<file path="src/rtl/uart_cpu_pkg.sv">
// -----------------------------------------------------------------------------
// uart_cpu_pkg
// Shared definitions for the UART <-> CPU sequencer:
//   - seq_state_t      : sequencer FSM state encoding
//   - ORDER_*          : byte-order selectors for the MSB_FIRST parameter
//   - DEFAULT_TIMEOUT  : default watchdog limit in cycles
//   - pack_word        : builds a 16-bit word from two bytes in wire order
//   - wire_byte        : selects the first/second wire byte of a 16-bit word
// Optional feature macro used by the sequencer: SEQ_TIMEOUT_EN
// -----------------------------------------------------------------------------
package uart_cpu_pkg;

   typedef enum logic [2:0] {
      StIdle,
      StRx2,
      StStart,
      StWaitCpu,
      StTx1,
      StTx1w,
      StTx2,
      StTx2w
   } seq_state_t;

   localparam bit ORDER_MSB_FIRST = 1'b1;
   localparam bit ORDER_LSB_FIRST = 1'b0;

   localparam int unsigned DEFAULT_TIMEOUT = 1000;

   // First wire byte lands in [15:8] for MSB-first, in [7:0] otherwise.
   function automatic logic [15:0] pack_word(input logic [7:0] first,
                                             input logic [7:0] second,
                                             input bit         order);
      if (order == ORDER_MSB_FIRST) begin
         return {first, second};
      end
      return {second, first};
   endfunction

   // idx 0 = first byte on the wire, idx 1 = second byte.
   function automatic logic [7:0] wire_byte(input logic [15:0] word,
                                            input bit          order,
                                            input bit          idx);
      if ((order == ORDER_LSB_FIRST) ^ idx) begin
         return word[7:0];
      end
      return word[15:8];
   endfunction

endpackage

</file>
<file path="src/rtl/uart_cpu_sequencer_watchdog.sv">
// -----------------------------------------------------------------------------
// seq_watchdog
// 16-bit cycle counter with synchronous clear and count enable. o_expire is
// asserted in the enabled cycle whose count step would reach LIMIT, so the
// owner sees expiry exactly LIMIT enabled cycles after the last clear.
// Ports:
//   i_clk, i_reset (async, active-low)
//   i_clear   : zero the counter (priority over enable)
//   i_enable  : count this cycle
//   o_expire  : combinational expiry flag
// -----------------------------------------------------------------------------
module seq_watchdog #(
   parameter int unsigned LIMIT = 1000
) (
   input  logic i_clk,
   input  logic i_reset,
   input  logic i_clear,
   input  logic i_enable,
   output logic o_expire
);

   localparam logic [15:0] LIMIT_M1 = 16'(LIMIT - 1);

   logic [15:0] r_count;

   always_ff @(posedge i_clk or negedge i_reset) begin
      if (!i_reset) begin
         r_count <= 16'd0;
      end else if (i_clear) begin
         r_count <= 16'd0;
      end else if (i_enable) begin
         r_count <= r_count + 16'd1;
      end
   end

   assign o_expire = i_enable && (r_count == LIMIT_M1);

endmodule

</file>
<file path="src/rtl/uart_cpu_sequencer.sv">
// -----------------------------------------------------------------------------
// uart_cpu_sequencer
// One-transaction-at-a-time sequencer between UART RX/TX and a 16-bit CPU:
// two RX bytes -> operand, one-cycle cpu_start, wait cpu_done, result sent
// back as two TX bytes. All outputs are registered and reset to 0.
// Optional macro SEQ_TIMEOUT_EN adds a WAIT_CPU watchdog (seq_watchdog).
// Ports:
//   i_clk, i_reset (async, active-low)
//   i_rx_done/i_rx_data        : received byte strobe and data
//   i_cpu_done/i_cpu_result    : CPU completion strobe and result word
//   i_tx_done                  : transmitter finished current byte
//   o_cpu_start/o_cpu_operand  : CPU start pulse and operand word
//   o_tx_en/o_tx_data          : transmit request pulse and byte
//   o_busy                     : state is not IDLE
//   o_rx_overrun               : pulse when an rx byte is dropped
//   o_timeout_err              : pulse on watchdog abort (0 without macro)
// -----------------------------------------------------------------------------
module uart_cpu_sequencer
   import uart_cpu_pkg::*;
#(
   parameter bit          MSB_FIRST      = 1'b1,
   parameter int unsigned TIMEOUT_CYCLES = DEFAULT_TIMEOUT
) (
   input  logic        i_clk,
   input  logic        i_reset,
   input  logic        i_rx_done,
   input  logic [7:0]  i_rx_data,
   input  logic        i_cpu_done,
   input  logic [15:0] i_cpu_result,
   input  logic        i_tx_done,
   output logic        o_cpu_start,
   output logic [15:0] o_cpu_operand,
   output logic        o_tx_en,
   output logic [7:0]  o_tx_data,
   output logic        o_busy,
   output logic        o_rx_overrun,
   output logic        o_timeout_err
);

   if ((TIMEOUT_CYCLES < 1) || (TIMEOUT_CYCLES > 65535)) begin : g_bad_timeout
      $error("TIMEOUT_CYCLES must be in 1..65535");
   end

   seq_state_t  r_state;
   seq_state_t  w_state_next;
   logic [7:0]  r_first_byte, w_first_byte;
   logic [15:0] r_result, w_result;
   logic [15:0] r_cpu_operand, w_cpu_operand;
   logic [7:0]  r_tx_data, w_tx_data;
   logic        r_cpu_start, w_cpu_start;
   logic        r_tx_en, w_tx_en;
   logic        r_busy, w_busy;
   logic        r_rx_overrun, w_rx_overrun;
   logic        w_in_wait;
   logic        w_expire;

   assign w_in_wait = (r_state == StWaitCpu);

`ifdef SEQ_TIMEOUT_EN
   logic r_timeout_err;
   logic w_timeout_err;

   // Counter is held at zero outside WAIT_CPU, so it restarts on every entry.
   seq_watchdog #(
      .LIMIT (TIMEOUT_CYCLES)
   ) u_watchdog (
      .i_clk    (i_clk),
      .i_reset  (i_reset),
      .i_clear  (!w_in_wait),
      .i_enable (w_in_wait),
      .o_expire (w_expire)
   );

   // cpu_done wins a same-cycle tie with expiry.
   assign w_timeout_err = w_expire && !i_cpu_done;

   always_ff @(posedge i_clk or negedge i_reset) begin
      if (!i_reset) begin
         r_timeout_err <= 1'b0;
      end else begin
         r_timeout_err <= w_timeout_err;
      end
   end

   assign o_timeout_err = r_timeout_err;
`else
   assign w_expire      = 1'b0;
   assign o_timeout_err = 1'b0;
`endif

   always_comb begin
      w_state_next  = r_state;
      w_first_byte  = r_first_byte;
      w_result      = r_result;
      w_cpu_operand = r_cpu_operand;
      w_tx_data     = r_tx_data;
      // Only IDLE and RX2 consume bytes; anywhere else the byte is dropped.
      w_rx_overrun  = i_rx_done && (r_state != StIdle) && (r_state != StRx2);

      unique case (r_state)
         StIdle: begin
            if (i_rx_done) begin
               w_first_byte = i_rx_data;
               w_state_next = StRx2;
            end
         end
         StRx2: begin
            if (i_rx_done) begin
               w_cpu_operand = pack_word(r_first_byte, i_rx_data, MSB_FIRST);
               w_state_next  = StStart;
            end
         end
         StStart: begin
            w_state_next = StWaitCpu;
         end
         StWaitCpu: begin
            if (i_cpu_done) begin
               w_result     = i_cpu_result;
               // First byte is loaded from the live result so tx_en can rise next cycle.
               w_tx_data    = wire_byte(i_cpu_result, MSB_FIRST, 1'b0);
               w_state_next = StTx1;
            end else if (w_expire) begin
               w_state_next = StIdle;
            end
         end
         StTx1: begin
            w_state_next = StTx1w;
         end
         StTx1w: begin
            if (i_tx_done) begin
               w_tx_data    = wire_byte(r_result, MSB_FIRST, 1'b1);
               w_state_next = StTx2;
            end
         end
         StTx2: begin
            w_state_next = StTx2w;
         end
         StTx2w: begin
            if (i_tx_done) begin
               w_state_next = StIdle;
            end
         end
         default: begin
            w_state_next = StIdle;
         end
      endcase

      // Registered outputs follow the state being entered.
      w_cpu_start = (w_state_next == StStart);
      w_tx_en     = (w_state_next == StTx1) || (w_state_next == StTx2);
      w_busy      = (w_state_next != StIdle);
   end

   always_ff @(posedge i_clk or negedge i_reset) begin
      if (!i_reset) begin
         r_state       <= StIdle;
         r_first_byte  <= 8'd0;
         r_result      <= 16'd0;
         r_cpu_operand <= 16'd0;
         r_tx_data     <= 8'd0;
         r_cpu_start   <= 1'b0;
         r_tx_en       <= 1'b0;
         r_busy        <= 1'b0;
         r_rx_overrun  <= 1'b0;
      end else begin
         r_state       <= w_state_next;
         r_first_byte  <= w_first_byte;
         r_result      <= w_result;
         r_cpu_operand <= w_cpu_operand;
         r_tx_data     <= w_tx_data;
         r_cpu_start   <= w_cpu_start;
         r_tx_en       <= w_tx_en;
         r_busy        <= w_busy;
         r_rx_overrun  <= w_rx_overrun;
      end
   end

   assign o_cpu_start   = r_cpu_start;
   assign o_cpu_operand = r_cpu_operand;
   assign o_tx_en       = r_tx_en;
   assign o_tx_data     = r_tx_data;
   assign o_busy        = r_busy;
   assign o_rx_overrun  = r_rx_overrun;

endmodule

</file>
<file path="config.mk">
export PLATFORM = sky130hd
export DESIGN_NAME = uart_cpu_sequencer
export DESIGN_NICKNAME = d
export VERILOG_FILES = /design/src/rtl/uart_cpu_pkg.sv /design/src/rtl/uart_cpu_sequencer_watchdog.sv /design/src/rtl/uart_cpu_sequencer.sv
export SDC_FILE = /design/constraint.sdc
export NUM_CORES = 1
export LEC_CHECK = 0
export BUFFER_PORTS_ARGS = -buffer_cell sky130_fd_sc_hd__clkbuf_2
export CAP_MARGIN = 20
export CORE_MARGIN = 2
export CORE_UTILIZATION = 30
export CTS_CLUSTER_DIAMETER = 120
export DETAILED_ROUTE_END_ITERATION = 10
export HOLD_SLACK_MARGIN = 0.06
export PLACE_DENSITY = 0.62
export SLEW_MARGIN = 20
export SYNTH_ARGS = -nofsm -noshare
export SYNTH_HDL_FRONTEND = slang
export SYNTH_HIERARCHICAL = 1
export SYNTH_SLANG_ARGS = --single-unit
</file>
<file path="constraint.sdc">
create_clock -name i_clk -period 4.77 [get_ports i_clk]
set_input_delay 0.2385 -clock i_clk [delete_from_list [all_inputs] [get_ports i_clk]]
set_output_delay 0.2385 -clock i_clk [all_outputs]
set_load 0.03 [all_outputs]
</file>
# Word level (Yosys, flattened, before mapping)

Cells that the tools add are included.

Bits in registers: 55
Output and inout port bits: 29
Word-level logic and storage cells: 48
Bits of input ports: 29

Mux-type cells: 15
Equality and inequality tests: 13
Reduce and logical (&&, ||, !) cells: 11

Operator list:

| kind                                                                    | number |
|---|---|
| 8-bit 2-to-1 mux                                                        | 3 |
| 3-bit one-hot mux with 8 select lines                                   | 1 |
| 3-bit == test, second input constant                                    | 6 |
| 16-bit 2-to-1 mux                                                       | 1 |
| 8-bit one-hot mux with 2 select lines                                   | 1 |
| 3-bit 2-to-1 mux                                                        | 5 |
| 3-bit by 2-bit == test with 1-bit output, second input constant         | 3 |
| 2-bit AND reduction                                                     | 3 |
| 3-bit nonzero test                                                      | 2 |
| 1-bit 2-to-1 mux                                                        | 4 |
| 2-bit inequality test, second input constant                            | 2 |
| 3-bit by 1-bit == test with 1-bit output, second input constant         | 1 |
| 3-bit zero test                                                         | 1 |
| 3-bit by 1-bit inequality test with 1-bit output, second input constant | 1 |
| 3-bit AND reduction                                                     | 1 |
| 1-bit logical AND                                                       | 2 |
| 2-bit nonzero test                                                      | 1 |
| 1-bit logical OR                                                        | 1 |

# Depth between registers and ports, before layout

Gate-level depths: netlist (run 1).

Word-level depth: 5
Gate-level depth with buffers: 5

# Worst setup path before layout (run 1)

No wires, ideal clock.

Kind: register to register
Start: register r_state[2]
End: register r_first_byte[0]
Arrival time: 1367 ps
Data required time: 4645 ps
Stages on the path, launching flop included: 4
Clock period less this slack: 1492 ps
Slack: 3278 ps
Library setup time: 125 ps
Cell sequence: dfrtp_1 > buf_6 > nor4b_4 > mux2_2

Word-level cells in the longest chain between the ends: 2

RTL lines:

| item                                 | RTL line                  | RTL |
|---|---|---|
| from (decl)                          | uart_cpu_sequencer.sv:44  | `seq_state_t r_state;` |
| from (signal assigned)               | uart_cpu_sequencer.sv:156 | `r_state <= StIdle;` |
| from (signal assigned)               | uart_cpu_sequencer.sv:166 | `r_state <= w_state_next;` |
| 3-bit zero test                      | uart_cpu_sequencer.sv:100 | `unique case (r_state)` |
| 2-bit AND reduction (no source line) | n/a                       |  |
| to (signal assigned)                 | uart_cpu_sequencer.sv:167 | `r_first_byte <= w_first_byte;` |
| to (decl)                            | uart_cpu_sequencer.sv:46  | `logic [7:0] r_first_byte, w_first_byte;` |

Every way passes these cells.
A chain may end at the register's enable or synchronous reset.

# Worst setup path in the final report (run 1)

Start: register r_state[2]
End: register r_first_byte[7]

The elaborated chain is that of the path after synthesis.

==> results.cfg, run 1 <==
[setup_path]
crit_required_ns = 4.95
cp.arrival_ns = 1.90
cp_max_fo = 13
rrSetupSlack_ns = 3.05
crit_type = register to register
startpoint_type = register
endpoint_kind = register

[clock_network]
cts_resized = 0
cts.htree.levels = 2
cts.sinks = 47
worstSkewPairLatency_ns = 0.29
cts_buffers = 5
cts_tree = yes
path_clk_slew_ns = 0.08
root_buffer = clkbuf_8
cts_buffer_depth = 2

[power]
internal_power_uw = 1020
p_per_area_mw_per_mm2 = 706
clockPowerShare = 0.136
pwr-share-comb = 0.435
ir_worst_vdd_v = 0.000334
seqPwrFrac = 0.429
leakage_uw = 0.00112
p_sw_uw = 672
swShare = 0.397

[global_routing]
grt_max_degree = 48
antenna_found_initial = 0
track_usage = 0.102
grt_pass1_wl_mm = 5.75
grt_pass1_vias = 1198
grt_overflow = 0

[timing]
finalSetupViolations = 0
period_minus_slack_ns = 1.72
fmax_ghz = 0.580
worst_pin_slew_ns = 0.670
slew_headroom = 0.552
finalHoldViolCount = 0
final.setup.tns_ns = 0
report.final.slew_viol_count = 0
skew_ns = 0.00819
rsz0062_at_grt = no
fin_hold_ws_ns = 0.181
finalCritPeriodShare = 0.361
setup_ws_ns = 3.05

[logic_synthesis]
synth.most_common_cell = mux2_2
synthArstFlopShare = 1.00
synth-edff-count = 0
ys_ff_latch = 47
synthTopCellsByCount = mux2_2 (48), dfrtp_1 (47), buf_6 (3), o211ai_1 (3)
synth.avg_cell_area_um2 = 15.8
syn_area_mm2 = 0.00197
ys.flop_type = dfrtp_1
yosysSeqAreaShare = 0.596
ys_warn_count = 6
syn_inst = 125
synth_nets = 154
yosys-top-cells-area = dfrtp_1 (60%), mux2_2 (27%), buf_6 (1.7%)
synthDistinctLibCells = 23
synth_top_cell_by_area = dfrtp_1
netlist.area_leader.share = 0.596

[placed_design]
pre_cts_ws_ns = 3.00
dp_hpwl_mm = 2.53
io_buffers = 56
finalWeightedCongestion = 0.746

[cells_and_area]
multi_input_area_um2 = 736
drive_gt1_frac = 0.638
fin_util = 0.378
layout.nets = 213
area_growth_pct = 21.6
fillers = 642
antennaDiodeCount = 0
seq_area_mm2 = 0.00118

[route]
routed_wl_mm = 3.57
wl_per_cell_um = 13.6
drt_iter0_drc = 47
vias_per_cell = 4.54
via_count = 1189
post-route-drc-count = 0
drt_pass1_iterations = 2
drtAntennaViolNets = 0

[die]
die-area_mm2 = 0.00724
num_rows = 29
core_area_mm2 = 0.00635
fp.dieH_um = 85.1
dieWidth_um = 85.1
ios = 58
start_util = 0.311

[worst_hold_path]
holdCritPathClass = primary input to register

[flow_run]
drv_cap = 0

[status]
status = finished clean
sequential cells by signal, summed over array words and instances (netlist names):
name	cells
r_state	3
o_tx_data	8
r_result	8
o_rx_overrun	1
o_busy	1
o_tx_en	1
r_first_byte	8
o_cpu_start	1
o_cpu_operand	16
cells in the final DEF (no fill, tap or decap):
| cell type | Yosys | layout |
|---|---|---|
| clkbuf_2 | 0 | 56 |
| mux2_2 | 48 | 48 |
| dfrtp_1 | 47 | 47 |
| clkbuf_8 | 0 | 5 |
| o211ai_1 | 3 | 3 |
| nand3_1 | 2 | 2 |
| a21boi_0 | 2 | 2 |
| inv_1 | 2 | 2 |
| nand3b_1 | 2 | 2 |
| nand4b_2 | 1 | 1 |
| nand2b_1 | 1 | 1 |
| mux2i_1 | 1 | 1 |
| or4_1 | 1 | 1 |
| or2_2 | 1 | 1 |
| or3_1 | 1 | 1 |
| nor2_1 | 1 | 1 |
| o21a_1 | 1 | 1 |
| and4bb_2 | 1 | 1 |
| a21boi_4 | 1 | 1 |
| nand3b_2 | 1 | 1 |
| nor4b_4 | 1 | 1 |
| conb_1 | 1 | 1 |
| clkbuf_1 | 0 | 1 |
| clkinvlp_4 | 0 | 1 |
| clkinv_2 | 0 | 1 |
| dlygate4sd3_1 | 0 | 1 |
| buf_4 | 2 | 1 |
logic make-up after synthesis:
family / synth area share
flip-flops: 0.596
AND/OR/NAND/NOR: 0.0596
buffers and inverters: 0.0311
AO/OA/AOI/OAI: 0.0323
multiplexers: 0.279
other: 0.00190
through the flow:
step                      cell area (µm²)  total power (µW)  std cells
final                                2400              1690        262
after CTS                            2400              1730        262
after global routing                 2400              1810        262
after detailed placement             2300              1490        253
after floorplan                      1970              1290        125
after global placement               2300              1470        253
path summary, 6_finish.rpt:
check                                 from              end  cells after the start
setup / recovery                r_state[2]  r_first_byte[7]                      2
hold / removal             i_cpu_result[4]      r_result[4]                      2
setup reg to reg                r_state[2]  r_first_byte[7]                      2
hold reg to reg                r_result[4]      r_result[4]                      1
max in group asynchronous          i_reset       r_state[2]                      3
min in group asynchronous          i_reset      r_result[1]                      3
layer usage:
layer	wire length, µm	share of wire	global-route usage	up-vias
li1	-	-	-	564
met1	1620	0.45	0.125	576
met2	1670	0.47	0.165	45
met3	253	0.071	0.0409	4
met4	23	0.0064	0.0303	0
met5	0	0	0	-
power by group through the flow:
stage | Combinational [µW] | Sequential [µW] | Clock, µW
CTS | 752 | 729 | 246
detailed placement | 750 | 737 | 0
floorplan | 380 | 915 | 0
global route | 787 | 756 | 264
finish | 737 | 726 | 231
global placement | 737 | 731 | 0
cell type report:
class / count / area share
clock buffer: 6 / 0.0303
clock inverter: 2 / 0.00522
inverter: 2 / 0.00313
timing repair buffer: 58 / 0.124
multi-input combinational: 70 / 0.307
sequential: 47 / 0.490
tap: 77 / 0.0402
critical path, cell delays in order, from the launching register on:
cell and delay, ns:
dfrtp_1 0.52, nor4b_4 0.69, mux2_2 0.41
what timing repair did:
item / in CTS / in global routing
hold buffers: 1 / 0
hold endpoints to repair: 46 / 0
endpoints found under the setup margin: 0 / 0
setup buffers: 0 / 0
Power figures use the tool's default switching activity.
==> run 2: changes to the inputs <==
--- a/config.mk
+++ b/config.mk
@@ -5,6 +5,7 @@
 export SDC_FILE = /design/constraint.sdc
 export NUM_CORES = 1
 export LEC_CHECK = 0
+export ABC_AREA = 1
 export BUFFER_PORTS_ARGS = -buffer_cell sky130_fd_sc_hd__clkbuf_2
 export CAP_MARGIN = 20
 export CORE_MARGIN = 2
==> constraint.sdc (replaced) <==
create_clock -name i_clk -period 1.6 [get_ports i_clk]
set_input_delay 0.08 -clock i_clk [delete_from_list [all_inputs] [get_ports i_clk]]
set_output_delay 0.08 -clock i_clk [all_outputs]
set_load 0.03 [all_outputs]
==> results.cfg, run 2 <==
[route]
drtAntennaViolNets = 0
wl_per_cell_um = 11.9
drt_pass1_iterations = 4
drt_iter0_drc = 90
post-route-drc-count = 0
via_count = 1618
vias_per_cell = 4.35
routed_wl_mm = 4.43

[power]
leakage_uw = 0.00144
clockPowerShare = 0.151
ir_worst_vdd_v = 0.000848
pwr-share-comb = 0.420
p_per_area_mw_per_mm2 = 1800
internal_power_uw = 2600
p_sw_uw = 2070
swShare = 0.443
seqPwrFrac = 0.429

[die]
die-area_mm2 = 0.00730
num_rows = 29
ios = 58
start_util = 0.312
fp.dieH_um = 85.5
dieWidth_um = 85.5
core_area_mm2 = 0.00639

[setup_path]
startpoint_type = register
endpoint_kind = register
r2r_end = r_result[7]
rrSetupSlack_ns = 0.14
cp_slowest_stage_delay_ns = 0.50
crit_start = r_state[2]
crit_type = register to register
crit_chain = nor2_2, nand3_2, nand2_1, o21ai_1
setup.worst_path.end = r_result[7]
cp.arrival_ns = 1.64
crit-reg2reg-launch = r_state[2]
cp_max_fo = 13
crit_path_top_delay_cell = dfrtp_1
ff2ff_path_depth = 4
crit_required_ns = 1.77

[clock_network]
path_clk_slew_ns = 0.09
cts_tree = yes
cts_buffers = 5
cts_buffer_depth = 2
root_buffer = clkbuf_8
cts_resized = 0
cts.sinks = 47
cts.htree.levels = 2
worstSkewPairLatency_ns = 0.30

[timing]
finalHoldViolCount = 0
slew_headroom = 0.612
skew_ns = 0.00582
finalCritPeriodShare = 0.914
fin_hold_ws_ns = 0.0942
fmax_ghz = 0.684
finalSetupViolations = 0
final.setup.tns_ns = 0
worst_pin_slew_ns = 0.582
report.final.slew_viol_count = 0
period_minus_slack_ns = 1.46

[logic_synthesis]
yosysSeqAreaShare = 0.591
synthMuxAreaShare = 0
ys_warn_count = 6
synth_nets = 248
synth-adder-area-share = 0
ys.flop_type = dfrtp_1
yosys-top-cells-area = dfrtp_1 (59%), nand2_1 (13%), o21ai_1 (6.0%)
synth_top_family_by_area = simple AND/OR/NAND/NOR gates
ys_ff_latch = 47
synth_top_cell_by_area = dfrtp_1
synth-edff-count = 0
synthSimpleGateAreaFrac = 0.225
synthDistinctLibCells = 21
syn_area_mm2 = 0.00199
netlist.area_leader.share = 0.591
synth.most_common_cell = nand2_1
yosys.area_share.xor_xnor = 0
syn_inst = 219
synth_compound_area_frac = 0.0962
synthArstFlopShare = 1.00
synth.avg_cell_area_um2 = 9.09
synthTopCellsByCount = nand2_1 (68), dfrtp_1 (47), inv_1 (26)

[cells_and_area]
antennaDiodeCount = 0
largest_register_ffs = 16
layout.nets = 323
drive_gt1_frac = 0.285
fillers = 646
fin_util = 0.407
final_common_cell = nand2_1
final_cell_mix = nand2_1 (68), clkbuf_2 (56), dfrtp_1 (47)
area_growth_pct = 30.5

[global_routing]
met1_usage = 0.166
grt_pass1_vias = 1570
grt_max_degree = 48
met3_usage = 0.0418
track_usage = 0.125
grt_pass1_wl_mm = 7.24
grt_util_met2 = 0.198
antenna_found_initial = 0
grt_overflow = 0
top_usage_layer = met2

[placed_design]
dp_hpwl_mm = 2.96
io_buffers = 56
finalWeightedCongestion = 0.823

[worst_hold_path]
holdCritPathClass = primary input to register

[flow_run]
drv_cap = 0

[status]
status = finished clean
-- run 2: changes by cell type in the layout (fill, tap and decap cells not counted), moves of 3 or more --
cell / before / now
inv_1: 2 / 26
mux2_2: 48 / 0
o21ai_1: 0 / 24
nand3_2: 0 / 3
inv_2: 0 / 3
nor2_1: 1 / 8
nor2_2: 0 / 3
nand2_1: 0 / 68
nand3_1: 2 / 14
dlygate4sd3_1: 1 / 18
a21oi_2: 0 / 5
-- run 2: cells by family (layout without fill, tap and decap cells) --
logic type | Yosys count | after routing
flip-flops | 47 | 47
buffers and inverters | 38 | 113
AO/OA/AOI/OAI | 33 | 33
other | 1 | 1
AND/OR/NAND/NOR | 100 | 101
-- run 2: repair_timing --
action | in CTS | in global routing
hold buffers | 18 | 0
setup buffers | 0 | 0
endpoints found under the hold margin | 72 | 0
endpoints found under the setup margin | 0 | 2
-- run 2: power groups by stage --
stage | clock network, µW | logic [µW] | registers, µW
final | 707 | 1960 | 2000
after CTS | 728 | 1980 | 2000
after global routing | 787 | 2200 | 2070
after floorplan | 0 | 945 | 2470
after detailed placement | 0 | 1950 | 2010
after global placement | 0 | 1910 | 2000
-- run 2: per-layer routing --
metal,vias up,part of all wire
met5,-,0
met4,0,0.0070
met3,7,0.073
met2,63,0.46
met1,716,0.46
li1,832,-
-- run 2: area by class of cell --
class,instances,area [µm²],area share
Clock buffer,5,68.8,0.0265
Clock inverter,3,20.0,0.00770
Sequential cell,47,1180,0.453
Multi-Input combinational cell,135,653,0.251
Timing Repair Buffer,76,475,0.183
Inverter,29,109,0.0419
Tap cell,77,96.3,0.0371
-- run 2: worst min path at each step --
| stage | from | endpoint | cells past startpoint |
|---|---|---|---|
| 6_report | i_cpu_result[10] | o_tx_data[2] | 5 |
| 5_1_grt | i_cpu_result[10] | o_tx_data[2] | 5 |
| 4_1_cts | i_cpu_result[10] | o_tx_data[2] | 5 |
| 3_5_place_dp | i_reset | r_result[5] | 2 |
| 3_3_place_gp | i_reset | r_result[4] | 2 |
| 2_1_floorplan | i_reset | o_busy | 0 |
-- run 2: metrics by stage --
stage | power (µW) | instances | setup WS, ns | instance area [µm²]
3_5_place_dp | 3960 | 345 | 0.151 | 2320
3_3_place_gp | 3910 | 345 | 0.198 | 2320
4_1_cts | 4710 | 371 | 0.132 | 2590
2_1_floorplan | 3420 | 219 | 0.361 | 1990
5_1_grt | 5060 | 372 | -0.0117 | 2600
6_report | 4670 | 372 | 0.137 | 2600
-- run 2: worst max-delay path: cells and delay by family (launching register included) --
family | cells | cell delay (ns)
flops | 1 | 0.50
compound gates | 1 | 0.08
simple gates | 3 | 0.77
